File: config.mk
export PLATFORM = sky130hd
export DESIGN_NAME = mul_int_seq
export DESIGN_NICKNAME = d
export VERILOG_FILES = /design/src/rtl/mul_int_seq.sv
export SDC_FILE = /design/constraint.sdc
export NUM_CORES = 1
export LEC_CHECK = 0
export CAP_MARGIN = 20
export CORE_MARGIN = 4
export CORE_UTILIZATION = 40
export CTS_BUF_LIST = sky130_fd_sc_hd__clkbuf_4 sky130_fd_sc_hd__clkbuf_8
export DETAILED_ROUTE_END_ITERATION = 8
export PLACE_DENSITY = 0.72
export SLEW_MARGIN = 20
export SYNTH_ARGS = -nofsm -noshare
export SYNTH_HDL_FRONTEND = slang
export SYNTH_SLANG_ARGS = --single-unit
File: constraint.sdc
create_clock -name clk -period 4.1 [get_ports clk]
set_input_delay 0.82 -clock clk [delete_from_list [all_inputs] [get_ports clk]]
set_output_delay 0.82 -clock clk [all_outputs]
set_load 0.02 [all_outputs]
File: src/rtl/mul_int_seq.sv
// Iterative radix-2 shift-add multiplier, signed or unsigned per operation.
// Full 2*WIDTH-bit product plus its low half, valid/ready on both sides.
module mul_int_seq #(
  parameter int WIDTH = 8
) (
  input  logic               clk,
  input  logic               rst,
  input  logic               in_valid,
  output logic               in_ready,
  input  logic [WIDTH-1:0]   A,
  input  logic [WIDTH-1:0]   B,
  input  logic               is_signed,
  output logic               out_valid,
  input  logic               out_ready,
  output logic [2*WIDTH-1:0] P,
  output logic [WIDTH-1:0]   P_LO
);

  localparam int CW = (WIDTH > 2) ? $clog2(WIDTH) : 1;

  typedef enum logic [1:0] {
    IDLE,
    BUSY,
    FIX,
    DONE
  } state_t;

  state_t           state;
  logic [CW-1:0]    cnt;
  logic [WIDTH-1:0] mcand;
  logic [WIDTH-1:0] mplr;
  logic [2*WIDTH:0] acc;
  logic             neg_en;
  logic             sgn_x;

  logic [WIDTH-1:0]   mag_a;
  logic [WIDTH-1:0]   mag_b;
  logic [WIDTH:0]     sum;
  logic [2*WIDTH:0]   acc_nx;
  logic [2*WIDTH-1:0] prod;

  // -2^(W-1) negates to itself, which read unsigned is its magnitude
  assign mag_a  = (is_signed & A[WIDTH-1]) ? -A : A;
  assign mag_b  = (is_signed & B[WIDTH-1]) ? -B : B;
  assign sum    = acc[2*WIDTH:WIDTH] + (mplr[0] ? {1'b0, mcand} : '0);
  assign acc_nx = {sum, acc[WIDTH-1:0]} >> 1;
  assign prod   = acc[2*WIDTH-1:0];

  assign in_ready = (state == IDLE);
  assign P_LO     = P[WIDTH-1:0];

  always_ff @(posedge clk or posedge rst) begin
    if (rst) begin
      state     <= IDLE;
      cnt       <= '0;
      mcand     <= '0;
      mplr      <= '0;
      acc       <= '0;
      neg_en    <= 1'b0;
      sgn_x     <= 1'b0;
      out_valid <= 1'b0;
      P         <= '0;
    end else begin
      unique case (state)
        IDLE: begin
          if (in_valid) begin
            neg_en <= is_signed;
            sgn_x  <= A[WIDTH-1] ^ B[WIDTH-1];
            mcand  <= mag_a;
            mplr   <= mag_b;
            acc    <= '0;
            cnt    <= '0;
            state  <= BUSY;
          end
        end
        BUSY: begin
          acc  <= acc_nx;
          mplr <= mplr >> 1;
          cnt  <= cnt + CW'(1);
          if (cnt == CW'(WIDTH - 1))
            state <= FIX;
        end
        FIX: begin
          P         <= (neg_en & sgn_x) ? -prod : prod;
          out_valid <= 1'b1;
          state     <= DONE;
        end
        DONE: begin
          if (out_ready) begin
            out_valid <= 1'b0;
            state     <= IDLE;
          end
        end
        default: state <= IDLE;
      endcase
    end
  end

endmodule

### Word-level counts from Yosys, hierarchy flattened

Index checks and enable logic that the tools add are counted.

| word-level totals | value |
|---|---|
| input port bits | 21 |
| output and inout bits | 26 |
| word-level logic and storage cells | 48 |
| bits in registers | 57 |

| cells by class | value |
|---|---|
| mux-type cells | 16 |
| add/subtract/negate cells | 5 |
| reduce and logical (&&, ||, !) cells | 7 |
| bitwise gates (word level) | 4 |
| eq/ne operators | 7 |

Operators by type and width:

| cell | count |
|---|---|
| $pmux 17 s2 | 1 |
| $mux 8 | 4 |
| $mux 17 | 1 |
| $mux 16 | 1 |
| $neg 16->16 | 1 |
| $neg 8->8 | 2 |
| $pmux 8 s2 | 1 |
| $add 9x8->9 | 1 |
| $pmux 2 s4 | 1 |
| $mux 2 | 3 |
| $ne 2x2->1 const B | 3 |
| $pmux 3 s2 | 1 |
| $reduce_and 2->1 | 3 |
| $eq 2x2->1 const B | 2 |
| $reduce_bool 2->1 | 2 |
| $add 3x1->3 const B | 1 |
| $and 1x1->1 | 3 |
| $eq 3x3->1 const B | 1 |
| $mux 3 | 1 |
| $reduce_and 3->1 | 1 |
| $eq 2x1->1 const B | 1 |
| $logic_not 2->1 | 1 |
| $pmux 1 s2 | 1 |
| $mux 1 | 1 |
| $xor 1x1->1 | 1 |

### Longest topological paths before layout

| depth | value |
|---|---|
| depth after elaboration | 4 |
| gate-level depth with buffers | 8 |

### Least setup slack after synthesis

No wires, ideal clock.

| path | value |
|---|---|
| kind | reg2reg |
| start | register mplr[0] |
| end | register acc[13] |
| required time | 3971 ps |
| setup time | 129 ps |
| buffers on the path | 0 |
| clock period less this slack | 1983 ps |
| stages on the path, launching flop included | 9 |
| data arrival time | 1854 ps |
| slack | 2117 ps |
| cell sequence | dfrtp_1 -> and2_1 -> ha_1 -> fa_1 -> a21oi_1 -> o211ai_1 -> a21oi_1 -> xor2_1 -> o21ai_0 |

| on the way | value |
|---|---|
| cells in the longest elaborated chain, start to end | 3 |

Ends and longest elaborated chain:

| element | line | text |
|---|---|---|
| from (decl) | 31 | `logic [WIDTH-1:0] mplr;` |
| from (signal assigned) | 70 | `mplr <= mag_b;` |
| from (signal assigned) | 78 | `mplr <= mplr >> 1;` |
| $mux 8 | 45 | `assign sum = acc[2*WIDTH:WIDTH] + (mplr[0] ? {1'b0, mcand} : '0);` |
| $add 9x8->9 | 45 |  |
| $pmux 17 s2 | 64 | `unique case (state)` |
| to (signal assigned) | 77 | `acc <= acc_nx;` |
| to (decl) | 32 | `logic [2*WIDTH:0] acc;` |

No other way between the ends.
A chain may end at the register's enable or synchronous reset.

### Worst setup path in the final report

| path | value |
|---|---|
| start | register state[0] |
| end | output port in_ready |

| on the way | value |
|---|---|
| cells in the longest elaborated chain, start to end | 1 |

Ends and longest elaborated chain:

| element | line | text |
|---|---|---|
| from (decl) | 28 | `state_t state;` |
| from (signal assigned) | 54 | `state <= IDLE;` |
| from (signal assigned) | 73 | `state <= BUSY;` |
| from (signal assigned) | 81 | `state <= FIX;` |
| $logic_not 2->1 | 49 | `assign in_ready = (state == IDLE);` |
| to (decl) | 9 | `output logic in_ready,` |

No other way between the ends.

==> impl_metrics.json <==
{
  "worstSkewPairLatency_ns": 0.31,
  "clockBufferDepth": 2,
  "ctsResizeCount": 0,
  "seq_area_frac_synth_pct": 43.6,
  "drv_slew": 0,
  "reg2regPathDepth": 7,
  "max_stage_delay_ns": 0.63,
  "grt_pass1_wl_um": 10300,
  "synth-async-reset-ratio_pct": 100,
  "grt_max_degree": 57,
  "drive_gt1_share_pct": 5.29,
  "first_pass_iters": 4,
  "max-vdd-ir-drop_mv": 0.198,
  "crit_path_end_kind": "primary output",
  "cp-endpoint": "in_ready",
  "grt_usage_pct": 12.8,
  "crit_cells": 3,
  "slew_headroom_pct": 32.7,
  "power_leakage_uw": 0.00162,
  "yosys_warnings": 0,
  "synthesis.nets": 385,
  "nNetsFinal": 416,
  "p_per_area_mw_per_mm2": 773,
  "syn_area_mm2": 0.00321,
  "final_core_util_pct": 48.7,
  "r2r_end": "acc[15]",
  "path_delay_family": "buffers and inverters",
  "cp-start-kind": "register",
  "grt_pass1_vias": 2301,
  "final_common_cell": "dfrtp_1",
  "hold_class": "reg -> reg",
  "die_area_mm2": 0.00952,
  "wire_per_inst_um": 12.4,
  "viasPerCell": 5.05,
  "synth_flop_cell": "dfrtp_1",
  "fin_crit_ns": 2.53,
  "crit_chain": "inv_1 > ha_1 > clkdlybuf4s50_1",
  "hp-start": "mcand[4]",
  "crit_start": "state[0]",
  "grt_overflow": 0,
  "tns_ns": 0,
  "die_h_um": 97.6,
  "gp_congestion": 0.877,
  "multi_input_area_mm2": 0.00162,
  "postSynthCellCount": 346,
  "crit_type": "reg -> out",
  "ff2ff_setup_slack_ns": 1.77,
  "cts_hold_buf": 0,
  "initial_core_util_pct": 41.3,
  "drc": 0,
  "rsz0062_at_grt": "no",
  "path_buf_inv": 2,
  "final_cell_area_mm2": 0.00378,
  "fin_worst_skew_ns": 0.00517,
  "dp_worst_setup_slack_ns": 1.24,
  "cp.arrival_ns": 1.71,
  "final_antenna_net_count": 0,
  "cts_max_level": 2,
  "reg2reg_from": "state[0]",
  "path_clk_slew_ns": 0.10,
  "fillers": 765,
  "worst_slew_pin_slew_ns": 1.01,
  "port_buffers": 46,
  "numCtsBuffers": 5,
  "max_freq_mhz": 395,
  "tritoncts": "yes",
  "critPathMaxFanout": 5,
  "seqCellArea_mm2": 0.00140,
  "clock_tree.root_cell": "clkbuf_8",
  "final_cell_mix": "dfrtp_1 (56), clkdlybuf4s50_1 (46), a21oi_1 (36), nand2_1 (34)",
  "status": "finished clean",
  "required_ns": 3.28,
  "fin_crit_sh_pct": 61.8,
  "cts_sinks": 56,
  "ys_ff_latch": 56,
  "hpwl_um": 4500,
  "wl_um": 5960,
  "syn_to_final_growth_pct": 17.9,
  "setup_viol": 0,
  "setup_ws_ns": 1.57,
  "cpMaxStageDelayCell": "clkdlybuf4s50_1",
  "synth_edf_count": 0,
  "cts_setup_buffers": 0,
  "grt_antenna_before_repair": 0,
  "die_w_um": 97.6,
  "postSynthAreaPerCell_um2": 9.28,
  "dpl_cell_area_mm2": 0.00369,
  "rows": 32,
  "vias": 2423,
  "power_uw": 2920,
  "core_mm2": 0.00777,
  "diodes": 0,
  "maxCapViolations": 0,
  "hold_viol": 0,
  "drt_iter0_drc": 113,
  "ios": 47,
  "synth.distinct_cells": 41
}
-- power by group --
| group | internal [µW] | switching, µW |
|---|---|---|
| Clock | 144 | 173 |
| Sequential | 807 | 223 |
| Combinational | 722 | 855 |
-- final cells by class --
type                            instances  share of cell area [%]
Sequential cell                        56                    37.0
Multi-Input combinational cell        250                    42.9
Clock buffer                            7                    2.38
Timing Repair Buffer                   47                    12.4
Tap cell                              102                    3.37
Clock inverter                          1                   0.198
Inverter                               17                    1.75
-- flip-flops by register name (all words and copies together), names as in the netlist --
name	flops
acc	16
neg_en	1
P	16
out_valid	1
state	2
mplr	8
mcand	8
cnt	3
sgn_x	1
-- Yosys cell counts (6+ instances only) --
cell,number,share of area (%)
dfrtp_1,56,44
clkbuf_1,11,1.3
a22o_1,11,3.0
o21ai_0,31,4.8
nor3_1,8,1.2
ha_1,17,6.6
buf_4,8,1.9
xor2_1,6,1.6
nor2_1,31,3.6
nand2_1,34,4.0
a21oi_1,36,5.6
inv_1,17,2.0
xnor2_1,21,5.7
and2_1,9,1.8
-- cells by family (layout without fill, tap and decap cells) --
family	count (synthesis)	count (layout)	synth area share (%)
and+or+nand+nor	99	99	14.8
AOI/OAI and AO/OA	98	98	18.6
DFF	56	56	43.6
buffers and inverters	40	72	5.77
xor gates and xnor gates	27	27	7.37
adders and majority gates	18	18	7.25
muxes	8	8	2.61
-- worst min-delay path by stage --
stage | endpoint | cells past startpoint
6_report | mcand[4] | 2
5_1_grt | mcand[7] | 2
3_5_place_dp | mcand[7] | 2
4_1_cts | mcand[7] | 2
3_3_place_gp | mcand[7] | 2
2_1_floorplan | mcand[0] | 2
-- worst reg2reg max path: stages, from the launching register on --
cell and delay [ns]:
dfrtp_1 0.40, inv_1 0.09, ha_1 0.26, nand2_1 0.47, o21a_1 0.48, buf_4 0.32
a211oi_1 0.11, a21oi_1 0.14
-- stage by stage --
step	std cells	hold WS, ns
finish	480	0.478
global route	480	0.511
CTS	480	0.487
detailed placement	472	0.465
global placement	472	0.453
floorplan	346	0.442
-- layer usage --
metal / vias to the layer above / GRT usage, % / wire, µm / share of wire, %
met2: 56 / 20.7 / 2590 / 43
li1: 1253 / - / - / -
met1: 1107 / 17.3 / 2990 / 50
met4: 0 / 3.73 / 77 / 1.3
met5: - / 0 / 0 / 0
met3: 7 / 3.02 / 307 / 5.1
Power figures use the tool's default switching activity.
